### config.mk
export PLATFORM = sky130hd
export DESIGN_NAME = i2c_slave_regmap
export DESIGN_NICKNAME = d
export VERILOG_FILES = /design/src/rtl/i2c_slave_regmap.sv
export SDC_FILE = /design/constraint.sdc
export NUM_CORES = 1
export LEC_CHECK = 0
export CAP_MARGIN = 20
export CORE_MARGIN = 2
export CORE_UTILIZATION = 45
export CTS_CLUSTER_DIAMETER = 80
export CTS_CLUSTER_SIZE = 10
export DETAILED_ROUTE_END_ITERATION = 12
export GPL_ROUTABILITY_DRIVEN = 0
export PLACE_DENSITY = 0.73
export SLEW_MARGIN = 20
export SYNTH_ARGS = -nofsm -noshare
export SYNTH_HDL_FRONTEND = slang
export SYNTH_SLANG_ARGS = --single-unit
### constraint.sdc
create_clock -name clk -period 2.4 [get_ports clk]
set_input_delay 0.48 -clock clk [delete_from_list [all_inputs] [get_ports clk]]
set_output_delay 0.48 -clock clk [all_outputs]
set_load 0.02 [all_outputs]
### src/rtl/i2c_slave_regmap.sv
// Register-map front end for a byte-level I2C slave: eight 8-bit registers behind an
// auto-incrementing pointer, written by the I2C master or locally by the host.
module i2c_slave_regmap #(
    parameter logic [63:0] REG_RST = 64'h0
) (
    input  logic        clk,
    input  logic        rst_n,
    input  logic        slave_en,
    input  logic        rd_reg_full,
    input  logic [7:0]  byte_rd_i,
    output logic        rd_clr,
    input  logic        wr_reg_empty,
    output logic        wr_rdy,
    output logic [7:0]  byte_wr_o,
    input  logic        addr_match,
    input  logic        trans_dir,
    input  logic        get_nack,
    input  logic        trans_stop,
    input  logic        bus_err,
    input  logic        host_we,
    input  logic [2:0]  host_idx,
    input  logic [7:0]  host_data,
    output logic [63:0] regs_o,
    output logic        reg_wr_pulse,
    output logic [2:0]  reg_wr_idx,
    output logic [2:0]  ptr_o
);

    localparam int unsigned NREGS = 8;
    localparam int unsigned DW    = 8;
    localparam int unsigned PW    = 3;

    typedef enum logic [2:0] {
        IDLE    = 3'd0,
        DIR     = 3'd1,
        RX_PTR  = 3'd2,
        RX_DATA = 3'd3,
        TX_LOAD = 3'd4,
        TX_HOLD = 3'd5
    } state_t;

    state_t          state_q, state_d;
    logic [PW-1:0]   ptr_q, ptr_d;
    logic [DW-1:0]   regs_q [NREGS];
    logic [DW-1:0]   byte_wr_d;
    logic [PW-1:0]   wr_idx_d;
    logic            rd_clr_d, wr_rdy_d, i2c_we_d;
    logic            addr_q;
    logic            addr_rise;
    logic            byte_accept;

    assign addr_rise   = addr_match & ~addr_q;
    // A byte is not re-accepted while the clear for it is still in flight.
    assign byte_accept = rd_reg_full & ~rd_clr;

    // Next-state and registered-output intent
    always_comb begin
        state_d   = state_q;
        ptr_d     = ptr_q;
        byte_wr_d = byte_wr_o;
        wr_idx_d  = reg_wr_idx;
        rd_clr_d  = 1'b0;
        wr_rdy_d  = 1'b0;
        i2c_we_d  = 1'b0;
        if (!slave_en || bus_err) begin
            state_d = IDLE;
        end else if (addr_rise) begin
            state_d = DIR;
        end else if (trans_stop) begin
            state_d = IDLE;
        end else begin
            case (state_q)
                IDLE: state_d = IDLE;
                DIR:  state_d = trans_dir ? TX_LOAD : RX_PTR;
                RX_PTR: begin
                    if (byte_accept) begin
                        ptr_d    = byte_rd_i[PW-1:0];
                        rd_clr_d = 1'b1;
                        state_d  = RX_DATA;
                    end
                end
                RX_DATA: begin
                    if (byte_accept) begin
                        i2c_we_d = 1'b1;
                        wr_idx_d = ptr_q;
                        ptr_d    = PW'(ptr_q + PW'(1));
                        rd_clr_d = 1'b1;
                    end
                end
                TX_LOAD, TX_HOLD: begin
                    if (get_nack) begin
                        state_d = IDLE;
                        // Undo the prefetch that the master never collected
                        if (!wr_reg_empty) ptr_d = PW'(ptr_q - PW'(1));
                    end else if (state_q == TX_HOLD) begin
                        state_d = TX_LOAD;
                    end else if (wr_reg_empty) begin
                        byte_wr_d = regs_q[ptr_q];
                        wr_rdy_d  = 1'b1;
                        ptr_d     = PW'(ptr_q + PW'(1));
                        state_d   = TX_HOLD;
                    end
                end
                default: state_d = IDLE;
            endcase
        end
    end

    // State, pointer and handshake registers
    always_ff @(posedge clk or negedge rst_n) begin
        if (!rst_n) begin
            state_q      <= IDLE;
            ptr_q        <= '0;
            addr_q       <= 1'b0;
            byte_wr_o    <= '0;
            reg_wr_idx   <= '0;
            rd_clr       <= 1'b0;
            wr_rdy       <= 1'b0;
            reg_wr_pulse <= 1'b0;
        end else begin
            state_q      <= state_d;
            ptr_q        <= ptr_d;
            addr_q       <= addr_match;
            byte_wr_o    <= byte_wr_d;
            reg_wr_idx   <= wr_idx_d;
            rd_clr       <= rd_clr_d;
            wr_rdy       <= wr_rdy_d;
            reg_wr_pulse <= i2c_we_d;
        end
    end

    // Register file; an I2C write to the same index beats the host write
    always_ff @(posedge clk or negedge rst_n) begin
        if (!rst_n) begin
            for (int i = 0; i < NREGS; i++) regs_q[i] <= REG_RST[DW*i +: DW];
        end else begin
            for (int i = 0; i < NREGS; i++) begin
                if (i2c_we_d && (ptr_q == PW'(i))) begin
                    regs_q[i] <= byte_rd_i;
                end else if (host_we && (host_idx == PW'(i))) begin
                    regs_q[i] <= host_data;
                end
            end
        end
    end

    for (genvar g = 0; g < NREGS; g++) begin : g_regs_o
        assign regs_o[DW*g +: DW] = regs_q[g];
    end

    assign ptr_o = ptr_q;

endmodule
==> results.md <==
- Status: completed
- Synthesized area: 0.004882 mm²
- CP peak stage delay: 470 ps
- Layout area overhead: 35.85%
- Syn Inst Count: 382
- Max-cap check violation count: 0
- Post-CTS setup buffers: 0
- Met2 wire len: 6.772 mm
- Count of final hold-check violations: 0
- Count of cell types in the netlist: 42
- Worst-margin pin slew: 549.8 ps
- RSZ-0062 raised after global routing: no
- Yosys reg bits: 85
- Vias in the first global route: 3,752
- Total negative setup slack: 0 ps
- Synth area leader: dfrtp_1
- Required @ worst endpoint: 2650 ps
- Num Clock Sinks: 85
- Final wirelength: 13.67 mm
- Detailed-route DRC error count: 0
- LEAKAGE: 2.859 nW
- 1st-iter DRT viols: 173
- Top Ports: 111
- Crit Path Category: input pin to register
- Routed Antenna Nets: 0
- Row cnt: 38
- Synth Area in XOR/XNOR: 0.3588%
- Core area: 0.01070 mm²
- R2r setup slk: 420 ps
- Minimum clock period: 2175 ps
- Clock root cell: clkbuf_8
- Vias after detailed routing: 3,766
- Top_reg_cell synth: dfrtp_1
- Non-filler cells, final: 660
- Layout Nets: 552
- Post-DP HPWL: 10.16 mm
- Critical path's slowest cell: clkdlybuf4s50_1
- N_diodes: 0
- Avg Cell Area, Syn: 12.78 µm²
- Post-synthesis simple-gate area fraction: 12.05%
- Slew margin rel.: 63.35%
- Worst Setup Start Kind: input pin
- Max rail drop VDD: 0.0003805 V
- Most used cell, CP: buf_4
- Crit-path cells: clkdlybuf4s50_1 > buf_4 > nor3b_1 > o311ai_0 > nor3_1 > buf_4 > mux2i_1
- Initial antenna violation count: 0
- Vias/cell: 5.706
- 1st-pass router iterations: 4
- Post-synth EDFFs: 0
- Num CTS Buffers: 9
- Final setup vio count: 0
- CP Capture Type: register
- Gr usage total: 24.13%
- Adder-cell share of the synthesized area: 1.794%
- Synth top cells by count: 108 x mux2_2, 85 x dfrtp_1, 27 x nand2_1, 18 x o21ai_0
- CTS tree: yes
- Top-area cell type share of the netlist area: 43.57%
- Depth of the CTS H-tree: 3
- Dpl cells: 644
- Synth top area cells: dfrtp_1 44%, mux2_2 25%, mux4_2 7.4%
- Wire length per cell: 20.71 µm
- Initial core utilization: 45.64%
- Top layer in use: met4
- CP arrival: 2420 ps
- Most frequent cell after synthesis: mux2_2
- Input/output buffers: 110
- Largest net degree at the start of global routing: 46
- Clock slew at reported path FFs: 90 ps
- Fin crit share: 90.61%
- Fmax: 0.4599 GHz
- Gr ovfl total: 0
- Ys async rst share: 100.0%
- Synth Area in Compound Gates: 3.665%
- Met3 wire len: 722 µm
- Die width: 108.2 µm
- Warnings from Yosys: 0
- Layout Skew: 11.58 ps
- Cts repair resizes: 0
- Syn nets: 419
- Power Density: 710.3 mW/mm²
- Die H: 108.2 µm
- Met1 wire length: 5.967 mm
- Layout cells sized above 1: 36.35%
- Hold WC Path Type: input pin to asynchronous set/reset pin
- Max Slew Vio Count: 0
- # hold bufs at CTS: 0
- Clk buf depth: 2
- First-pass GRT wire length: 21.05 mm
- CP Max Fanout: 3
- Mux cell area share after synthesis: 35.78%
- Worst skew pair latency: 360 ps
- Largest family of logic cells by synthesized area: multiplexers
- Register area share after synthesis: 43.57%
- Die area: 0.01170 mm²
## path summary, 6_finish.rpt
kind                            depth (start not counted)           end          from
max in group asynchronous                               2    regs_o[20]         rst_n
worst max register to register                          5      ptr_o[2]    state_q[2]
worst max-delay path                                    7      ptr_o[2]      slave_en
min in group clk                                        1  byte_wr_o[0]  byte_wr_o[0]
worst min register to register                          1  byte_wr_o[0]  byte_wr_o[0]
worst min-delay path                                    1    regs_o[32]         rst_n
## cell usage in the layout (no fill, tap or decap), types with 3 or more instances in the layout
cell type          n
a31oi_1            3
and3_1             5
buf_12             5
buf_4             31
bufinv_16          3
clkbuf_8           9
clkdlybuf4s50_1  109
dfrtp_1           85
ha_1               7
inv_1              5
mux2_2           108
mux2i_1           17
mux4_2            16
nand2_1           27
nand2b_1           4
nand3_1           17
nand4_4            3
nand4b_1           3
nor2b_1            7
nor3_1             4
o21ai_0           18
## report_power, final
| group | leakage [nW] | switching (W) | internal (W) |
|---|---|---|---|
| combinational | 1.68 | 0.000683 | 0.000853 |
| clock | 0.127 | 0.000568 | 0.000709 |
| sequential | 1.05 | 0.000227 | 0.00167 |
| total | 2.86 | 0.00148 | 0.00323 |
## critical path, delay by kind of cell
| kind | cells | cell delay [ps] |
|---|---|---|
| buffers and inverters | 3 | 780 |
| muxes | 1 | 280 |
| and+or+nand+nor | 2 | 630 |
| AOI/OAI and AO/OA | 1 | 250 |
## sequential cells by signal, summed over array words and instances, names as in the netlist
signal and cells:
addr_q 1, byte_wr_o 8, ptr_o 3, rd_clr 1, reg_wr_idx 3, reg_wr_pulse 1
regs_o 64, state_q 3, wr_rdy 1
## kinds of logic (layout without fill, tap and decap cells)
family	Yosys count	count (layout)
muxes	141	141
and+or+nand+nor	88	88
DFF	85	85
AOI/OAI and AO/OA	30	30
buffers and inverters	29	167
adders and majority gates	7	7
xor gates and xnor gates	2	2
## per-stage QoR
stage               hold WS [ps]  power [W]  utilization [%]  area [µm²]  worst slack (ps)
floorplan                  184.4   0.002673                -        4882             169.6
global placement           489.6   0.003418            59.60        6376             2.560
detailed placement         495.0   0.003459            59.60        6376            -77.56
CTS                        107.5   0.004736            62.00        6633             254.7
global route               124.3   0.004927            62.00        6633             159.7
finish                     96.03   0.004711            62.00        6633             225.4
## cell type report
cell class / count / area, µm²
fill: 894 / 4065
multi-input combinational: 268 / 2628
sequential: 85 / 2127
timing repair buffer: 145 / 1424
tap: 140 / 175.2
clock inverter: 7 / 132.6
clock buffer: 9 / 123.9
inverter: 6 / 22.52
## layer usage
| layer | vias up | GRT usage (%) |
|---|---|---|
| met3 | 17 | 3.376 |
| met5 | - | 0 |
| li1 | 1687 | - |
| met4 | 0 | 7.509 |
| met1 | 1937 | 33.36 |
| met2 | 125 | 39.58 |
Power figures use the tool's default switching activity.
